`src/rtl/batch_scheduler_if.sv`:
```
`default_nettype none
// +------------------------------------------------------------------------+
// | batch_scheduler_if : run enable and address/strobe bundle, Rev 1.0     |
// +------------------------------------------------------------------------+
interface batch_scheduler_if #(
   parameter int DEPTH_DS = 15
);
   localparam int CW  = $clog2(DEPTH_DS);
   localparam int SAW = CW + 2;
   localparam int RAW = CW + 1;

   logic           en;
   logic [CW-1:0]  batCnt;
   logic [CW-1:0]  batCntRev;
   logic [1:0]     cycle;
   logic           cycleEnd;
   logic           sampleWrite;
   logic [SAW-1:0] addrIn;
   logic [SAW-1:0] addrLH;
   logic [SAW-1:0] addrBR;
   logic [SAW-1:0] addrFR;
   logic           resWrite;
   logic [RAW-1:0] addrResIn;
   logic [RAW-1:0] addrResOutB;
   logic [RAW-1:0] addrResOutF;
   logic           regProp;
   logic           validCompute;
   logic           valid;

   modport master (
      input  en,
      output batCnt, batCntRev, cycle, cycleEnd, sampleWrite,
             addrIn, addrLH, addrBR, addrFR,
             resWrite, addrResIn, addrResOutB, addrResOutF,
             regProp, validCompute, valid
   );

   modport slave (
      output en,
      input  batCnt, batCntRev, cycle, cycleEnd, sampleWrite,
             addrIn, addrLH, addrBR, addrFR,
             resWrite, addrResIn, addrResOutB, addrResOutF,
             regProp, validCompute, valid
   );
endinterface
`default_nettype wire

```
`src/rtl/batch_scheduler.sv`:
```
`default_nettype none
// +------------------------------------------------------------------------+
// | batch_scheduler : batch counters, bank rotation and memory addressing  |
// | Rev 1.0                                                                |
// +------------------------------------------------------------------------+
module batch_scheduler #(
   parameter int DEPTH_DS  = 15,
   parameter int LUT_DELAY = 2
) (
   input  wire logic         clkDS,
   input  wire logic         rst,
   batch_scheduler_if.master bus
);
   localparam int RES_DELAY  = LUT_DELAY + 3;
   localparam int PROP_DELAY = LUT_DELAY + 1;
   localparam int COMP_TIME  = 3 * DEPTH_DS + LUT_DELAY;
   localparam int VALID_TIME = 5 * DEPTH_DS;
   localparam int CW         = $clog2(DEPTH_DS);
   localparam int SAW        = CW + 2;
   localparam int RAW        = CW + 1;
   localparam int CNT_W      = $clog2(VALID_TIME + 1);

   localparam logic [CW-1:0]    LAST      = CW'(DEPTH_DS - 1);
   localparam logic [CNT_W-1:0] COMP_CNT  = CNT_W'(COMP_TIME);
   localparam logic [CNT_W-1:0] VALID_CNT = CNT_W'(VALID_TIME);

   typedef enum logic [1:0] {
      IDLE    = 2'd0,
      FILL    = 2'd1,
      COMPUTE = 2'd2,
      RUN     = 2'd3
   } state_t;

   state_t                         state;
   state_t                         state_nxt;
   logic [CNT_W-1:0]               cnt;
   logic [CW-1:0]                  bat_cnt;
   logic [CW-1:0]                  bat_cnt_rev;
   logic [1:0]                     cycle;
   logic [1:0]                     cycle_lh;
   logic [1:0]                     cycle_calc;
   logic                           cycle_end;
   logic                           sample_write;
   logic                           valid_compute;
   logic                           valid_all;
   logic [RES_DELAY-1:0][CW-1:0]   res_bat_pipe;
   logic [RES_DELAY-1:0][CW-1:0]   res_rev_pipe;
   logic [RES_DELAY-1:0]           res_bank_pipe;
   logic [RES_DELAY-1:0]           vc_pipe;
   logic [PROP_DELAY-1:0]          prop_pipe;
   logic [SAW-1:0]                 addr_in;
   logic [SAW-1:0]                 addr_lh;
   logic [SAW-1:0]                 addr_br;
   logic [SAW-1:0]                 addr_fr;
   logic [RAW-1:0]                 addr_res_in;
   logic [RAW-1:0]                 addr_res_out_b;
   logic [RAW-1:0]                 addr_res_out_f;

   // The lookahead and calc banks trail the write bank by a fixed offset; the
   // idle bank (cycle+2) is never addressed, so it is not materialised.
   assign cycle_lh   = cycle + 2'd3;
   assign cycle_calc = cycle + 2'd1;

   always_ff @(posedge clkDS or negedge rst) begin
      if (!rst) begin
         state <= IDLE;
      end else begin
         state <= state_nxt;
      end
   end

   always_comb begin
      state_nxt     = state;
      sample_write  = 1'b0;
      cycle_end     = 1'b0;
      valid_compute = (cnt >= COMP_CNT);
      valid_all     = (cnt >= VALID_CNT);
      case (state)
         IDLE:    state_nxt = FILL;
         FILL:    if (cnt == COMP_CNT)  state_nxt = COMPUTE;
         COMPUTE: if (cnt == VALID_CNT) state_nxt = RUN;
         RUN:     state_nxt = RUN;
         default: state_nxt = IDLE;
      endcase
      if (state != IDLE) begin
         sample_write = 1'b1;
         cycle_end    = (bat_cnt == LAST);
      end
      if (!bus.en) begin
         state_nxt = IDLE;
      end
   end

   // Dropping en is a synchronous clear back to the exact reset image.
   always_ff @(posedge clkDS or negedge rst) begin
      if (!rst) begin
         cnt            <= '0;
         bat_cnt        <= '0;
         bat_cnt_rev    <= LAST;
         cycle          <= 2'd0;
         res_bat_pipe   <= '0;
         res_rev_pipe   <= {RES_DELAY{LAST}};
         res_bank_pipe  <= '0;
         vc_pipe        <= '0;
         prop_pipe      <= '1;
         addr_in        <= '0;
         addr_lh        <= '0;
         addr_br        <= '0;
         addr_fr        <= '0;
         addr_res_in    <= '0;
         addr_res_out_b <= '0;
         addr_res_out_f <= '0;
      end else if (!bus.en) begin
         cnt            <= '0;
         bat_cnt        <= '0;
         bat_cnt_rev    <= LAST;
         cycle          <= 2'd0;
         res_bat_pipe   <= '0;
         res_rev_pipe   <= {RES_DELAY{LAST}};
         res_bank_pipe  <= '0;
         vc_pipe        <= '0;
         prop_pipe      <= '1;
         addr_in        <= '0;
         addr_lh        <= '0;
         addr_br        <= '0;
         addr_fr        <= '0;
         addr_res_in    <= '0;
         addr_res_out_b <= '0;
         addr_res_out_f <= '0;
      end else begin
         if (cnt != VALID_CNT) begin
            cnt <= cnt + CNT_W'(1);
         end
         if (bat_cnt == LAST) begin
            bat_cnt     <= '0;
            bat_cnt_rev <= LAST;
            cycle       <= cycle + 2'd1;
         end else begin
            bat_cnt     <= bat_cnt + CW'(1);
            bat_cnt_rev <= bat_cnt_rev - CW'(1);
         end
         res_bat_pipe   <= {res_bat_pipe[RES_DELAY-2:0], bat_cnt};
         res_rev_pipe   <= {res_rev_pipe[RES_DELAY-2:0], bat_cnt_rev};
         res_bank_pipe  <= {res_bank_pipe[RES_DELAY-2:0], cycle[0]};
         vc_pipe        <= {vc_pipe[RES_DELAY-2:0], valid_compute};
         prop_pipe      <= {prop_pipe[PROP_DELAY-2:0], ~cycle_end};
         addr_in        <= {bat_cnt, cycle};
         addr_lh        <= {bat_cnt_rev, cycle_lh};
         addr_br        <= {bat_cnt_rev, cycle_calc};
         addr_fr        <= {bat_cnt, cycle_calc};
         // Results are read from the bank opposite the one being written.
         addr_res_in    <= {res_bat_pipe[RES_DELAY-1], res_bank_pipe[RES_DELAY-1]};
         addr_res_out_b <= {res_rev_pipe[RES_DELAY-1], ~res_bank_pipe[RES_DELAY-1]};
         addr_res_out_f <= {res_bat_pipe[RES_DELAY-1], ~res_bank_pipe[RES_DELAY-1]};
      end
   end

   assign bus.batCnt       = bat_cnt;
   assign bus.batCntRev    = bat_cnt_rev;
   assign bus.cycle        = cycle;
   assign bus.cycleEnd     = cycle_end;
   assign bus.sampleWrite  = sample_write;
   assign bus.addrIn       = addr_in;
   assign bus.addrLH       = addr_lh;
   assign bus.addrBR       = addr_br;
   assign bus.addrFR       = addr_fr;
   assign bus.resWrite     = vc_pipe[RES_DELAY-1];
   assign bus.addrResIn    = addr_res_in;
   assign bus.addrResOutB  = addr_res_out_b;
   assign bus.addrResOutF  = addr_res_out_f;
   assign bus.regProp      = prop_pipe[PROP_DELAY-1];
   assign bus.validCompute = valid_compute;
   assign bus.valid        = valid_all;
endmodule
`default_nettype wire

```
`src/flat_wrapper.sv`:
```
// flat-port wrapper written by rule: the top's interface ports become plain ports
module batch_scheduler_flat 
#(
   parameter int DEPTH_DS  = 15,
   parameter int LUT_DELAY = 2
)
  (clkDS, rst, bus_en, bus_batCnt, bus_batCntRev, bus_cycle, bus_cycleEnd, bus_sampleWrite, bus_addrIn, bus_addrLH, bus_addrBR, bus_addrFR, bus_resWrite, bus_addrResIn, bus_addrResOutB, bus_addrResOutF, bus_regProp, bus_validCompute, bus_valid);
  batch_scheduler_if #(.DEPTH_DS(DEPTH_DS)) bus_i ();
  input  wire logic clkDS;
  input  wire logic rst;
  input wire logic [$bits(bus_i.en)-1:0] bus_en;
  output wire logic [$bits(bus_i.batCnt)-1:0] bus_batCnt;
  output wire logic [$bits(bus_i.batCntRev)-1:0] bus_batCntRev;
  output wire logic [$bits(bus_i.cycle)-1:0] bus_cycle;
  output wire logic [$bits(bus_i.cycleEnd)-1:0] bus_cycleEnd;
  output wire logic [$bits(bus_i.sampleWrite)-1:0] bus_sampleWrite;
  output wire logic [$bits(bus_i.addrIn)-1:0] bus_addrIn;
  output wire logic [$bits(bus_i.addrLH)-1:0] bus_addrLH;
  output wire logic [$bits(bus_i.addrBR)-1:0] bus_addrBR;
  output wire logic [$bits(bus_i.addrFR)-1:0] bus_addrFR;
  output wire logic [$bits(bus_i.resWrite)-1:0] bus_resWrite;
  output wire logic [$bits(bus_i.addrResIn)-1:0] bus_addrResIn;
  output wire logic [$bits(bus_i.addrResOutB)-1:0] bus_addrResOutB;
  output wire logic [$bits(bus_i.addrResOutF)-1:0] bus_addrResOutF;
  output wire logic [$bits(bus_i.regProp)-1:0] bus_regProp;
  output wire logic [$bits(bus_i.validCompute)-1:0] bus_validCompute;
  output wire logic [$bits(bus_i.valid)-1:0] bus_valid;
  assign bus_i.en = bus_en;
  assign bus_batCnt = bus_i.batCnt;
  assign bus_batCntRev = bus_i.batCntRev;
  assign bus_cycle = bus_i.cycle;
  assign bus_cycleEnd = bus_i.cycleEnd;
  assign bus_sampleWrite = bus_i.sampleWrite;
  assign bus_addrIn = bus_i.addrIn;
  assign bus_addrLH = bus_i.addrLH;
  assign bus_addrBR = bus_i.addrBR;
  assign bus_addrFR = bus_i.addrFR;
  assign bus_resWrite = bus_i.resWrite;
  assign bus_addrResIn = bus_i.addrResIn;
  assign bus_addrResOutB = bus_i.addrResOutB;
  assign bus_addrResOutF = bus_i.addrResOutF;
  assign bus_regProp = bus_i.regProp;
  assign bus_validCompute = bus_i.validCompute;
  assign bus_valid = bus_i.valid;
  batch_scheduler #(.DEPTH_DS(DEPTH_DS), .LUT_DELAY(LUT_DELAY)) u_core (.clkDS(clkDS), .rst(rst), .bus(bus_i));
endmodule
```
`config.mk`:
```
export PLATFORM = sky130hd
export DESIGN_NAME = batch_scheduler_flat
export DESIGN_NICKNAME = d
export VERILOG_FILES = /design/src/rtl/batch_scheduler_if.sv /design/src/rtl/batch_scheduler.sv /design/src/flat_wrapper.sv
export SDC_FILE = /design/constraint.sdc
export NUM_CORES = 1
export LEC_CHECK = 0
export ABC_AREA = 0
export BUFFER_PORTS_ARGS = -buffer_cell sky130_fd_sc_hd__buf_2
export CORE_MARGIN = 2
export CORE_UTILIZATION = 50
export CTS_BUF_LIST = sky130_fd_sc_hd__clkbuf_16
export DETAILED_ROUTE_END_ITERATION = 12
export GPL_ROUTABILITY_DRIVEN = 0
export GPL_TIMING_DRIVEN = 0
export HOLD_SLACK_MARGIN = 0.05
export PLACE_DENSITY = 0.72
export SYNTH_ARGS = -nofsm -noshare
export SYNTH_HDL_FRONTEND = slang
export SYNTH_SLANG_ARGS = --single-unit
```
`constraint.sdc`:
```
create_clock -name clkDS -period 2.41 [get_ports clkDS]
set_clock_uncertainty 0.2 [all_clocks]
set_input_delay 0.3615 -clock clkDS [delete_from_list [all_inputs] [get_ports clkDS]]
set_output_delay 0.3615 -clock clkDS [all_outputs]
set_load 0.03 [all_outputs]
```
==> results_dict.tcl <==
set metrics [dict create \
    status "complete, no violations" \
    worstPathRequired_ps 1850 \
    setup_viol 0 \
    fin_nets 342 \
    grt_max_degree 56 \
    ys_top_cells_by_area "dfrtp_1 51%, dfstp_2 16%, and2_1 8.6%" \
    hold_viol 0 \
    startpoint_type "register" \
    syn_inst 265 \
    viasPerCell 4.71 \
    core_sq_um 6420 \
    ios 58 \
    path_clk_slew_ps 60 \
    first_pass_iters 4 \
    die_area_sq_um 7390 \
    drcViolationCount 0 \
    power_density_nw_per_um2 797 \
    finish.utilization_pct 63.7 \
    netlist_area_sq_um 3360 \
    grt_pass1_vias 1854 \
    route.vias.total 1962 \
    cts_sinks 89 \
    synthTopCellsByCount "68 x dfrtp_1, 46 x and2_1, 24 x buf_4" \
    dieHeight_um 86.0 \
    syn_nets 272 \
    synth-async-reset-ratio_pct 100 \
    slew_viol_final 0 \
    cts_htree_levels 3 \
    track_usage_pct 16.3 \
    fmax_mhz 443 \
    n_antenna_cell 0 \
    yosysUniqueCellTypes 31 \
    yosys.area.top_type_share_pct 50.7 \
    clockRootBuffer "clkbuf_16" \
    ctsLongestPathBuffers 2 \
    drt_iter0_drc 122 \
    synth_ff_type "dfrtp_1" \
    end_kind "primary output" \
    crit_type "register to primary output" \
    use_met3_pct 3.85 \
    tritoncts "done" \
    syn_avg_cell_area_sq_um 12.7 \
    final.setup.tns_ps 0 \
    chipWidth_um 86.0 \
    total_leakage_power_nw 2.08 \
    busiest_layer "met2" \
    grt_pass1_wl_mm 9.00 \
    antenna_left 0 \
    synth_seq_cells 89 \
    post-cts-setup-buffer-count 0 \
    seq_area_frac_synth_pct 67.1 \
    wl_per_cell_um 13.1 \
    grt.met1_usage_pct 21.0 \
    totalWireLength_mm 5.45 \
    synth_edf_count 0 \
    max_cap_violations 0 \
    grt_remaining_overflow 0 \
    arrival_ps 1690 \
    post-route-period-util_pct 93.6 \
    clk_latency_ps 330 \
    hpwl_mm 3.69 \
    synth_top_area_cell "dfrtp_1" \
    crit_path_max_fanout 7 \
    io_buffers 57 \
    ir_drop_mv 0.380 \
    numCtsBuffers 9 \
    use_met2_pct 25.5 \
    yosysMostFrequentCell "dfrtp_1" \
    worstMarginPinSlew_ps 454 \
    relSlewSlack_pct 69.7 \
    area_growth_pct 21.9 \
    rows 29 \
    worstHoldPathType "input pin to register" \
    grt_setup_unrepaired "no" \
    floorplan.initialDensity_pct 52.3 \
    yosys_warnings 0 \
    drive_gt1_share_pct 37.6 \
    period_minus_slack_ps 2260 \
    antenna_found_initial 0 \
]
cell families after synthesis:
logic type	Yosys count	share of synthesized area, %
AOI/OAI and AO/OA	11	1.97
xor gates and xnor gates	8	2.09
adders and majority gates	4	1.49
buffers and inverters	39	7.23
DFF	89	67.1
muxes	4	1.23
and+or+nand+nor	110	18.9
layout make-up:
class | instances | area (sq um)
fill | 505 | 2330
sequential | 89 | 2250
multi-input combinational | 137 | 863
timing repair buffer | 59 | 325
clock buffer | 9 | 225
buffer | 34 | 224
tap | 77 | 96.3
clock inverter | 7 | 87.6
inverter | 5 | 18.8
cells in the final DEF (no fill, tap or decap), types with 3 or more instances in the layout:
| cell | count |
|---|---|
| and2_1 | 46 |
| a21oi_1 | 6 |
| inv_1 | 6 |
| nor2_1 | 16 |
| mux2i_1 | 3 |
| xor2_1 | 5 |
| clkbuf_1 | 5 |
| nand2b_1 | 18 |
| nand3_1 | 10 |
| nand2_1 | 10 |
| dfrtp_1 | 68 |
| buf_4 | 25 |
| buf_2 | 60 |
| ha_1 | 4 |
| dfstp_2 | 21 |
| clkbuf_16 | 9 |
| xnor2_1 | 3 |
power by group:
group,leakage (nW),internal (mW),switching [mW],total [mW]
Combinational,0.786,0.0834,0.167,0.250
Sequential,1.14,1.54,0.0282,1.57
Clock,0.150,0.898,0.544,1.44
flip-flops by register name, indices dropped and copies added (netlist names), 4 cells and up:
| signal | cells |
|---|---|
| u_core.cnt | 7 |
| u_core.bus.batCntRev | 4 |
| u_core.res_rev_pipe | 20 |
| u_core.bus.addrResIn | 5 |
| u_core.res_bat_pipe | 19 |
| u_core.bus.batCnt | 4 |
| u_core.res_bank_pipe | 5 |
| u_core.bus.addrLH | 4 |
| u_core.bus.addrResOutB | 5 |
| u_core.vc_pipe | 5 |
metal layers:
layer  vias to the layer above  part of all wire [%]
met5                         -                     0
met4                         0                   2.6
met3                        13                   4.7
met2                        54                    48
met1                       943                    45
li1                        952                     -
critical path: stages (launching register included):
cell	delay (ps)
dfrtp_1	410
inv_1	90
ha_1	140
nand3_1	270
nor2b_1	230
buf_2	220
final timing paths:
| check | start | endpoint | slack [ps] | depth (start not counted) |
|---|---|---|---|---|
| max | u_core.bus.batCnt[0] | bus_cycleEnd | 150 | 5 |
| min | bus_en | u_core.bus.addrIn[1] | 190 | 2 |
| max reg2reg | u_core.cnt[0] | u_core.cnt[1] | 710 | 4 |
| min reg2reg | u_core.res_bank_pipe[4] | u_core.bus.addrResOutB[0] | 210 | 1 |
| max in group asynchronous | rst | u_core.res_rev_pipe[1] | 1020 | 3 |
| min in group asynchronous | rst | u_core.res_bat_pipe[10] | 320 | 2 |
per-stage QoR:
stage               setup WS, ps  power (mW)  hold slack [ps]  cell area (sq um)  std cells
detailed placement           490        1.85              145               3770        400
global route                48.5        3.38              189               4090        417
global placement            72.5        1.84              204               3740        399
floorplan                    362        1.75             -134               3360        265
finish                       154        3.26              193               4090        417
CTS                          128        3.29              189               4090        417
timing repair:
item / CTS / global route
hold endpoints to repair: 34 / 0
resized for setup: 0 / 0
hold buffers: 1 / 0
setup endpoints to repair: 0 / 0
(Power assumes the default switching activity.)
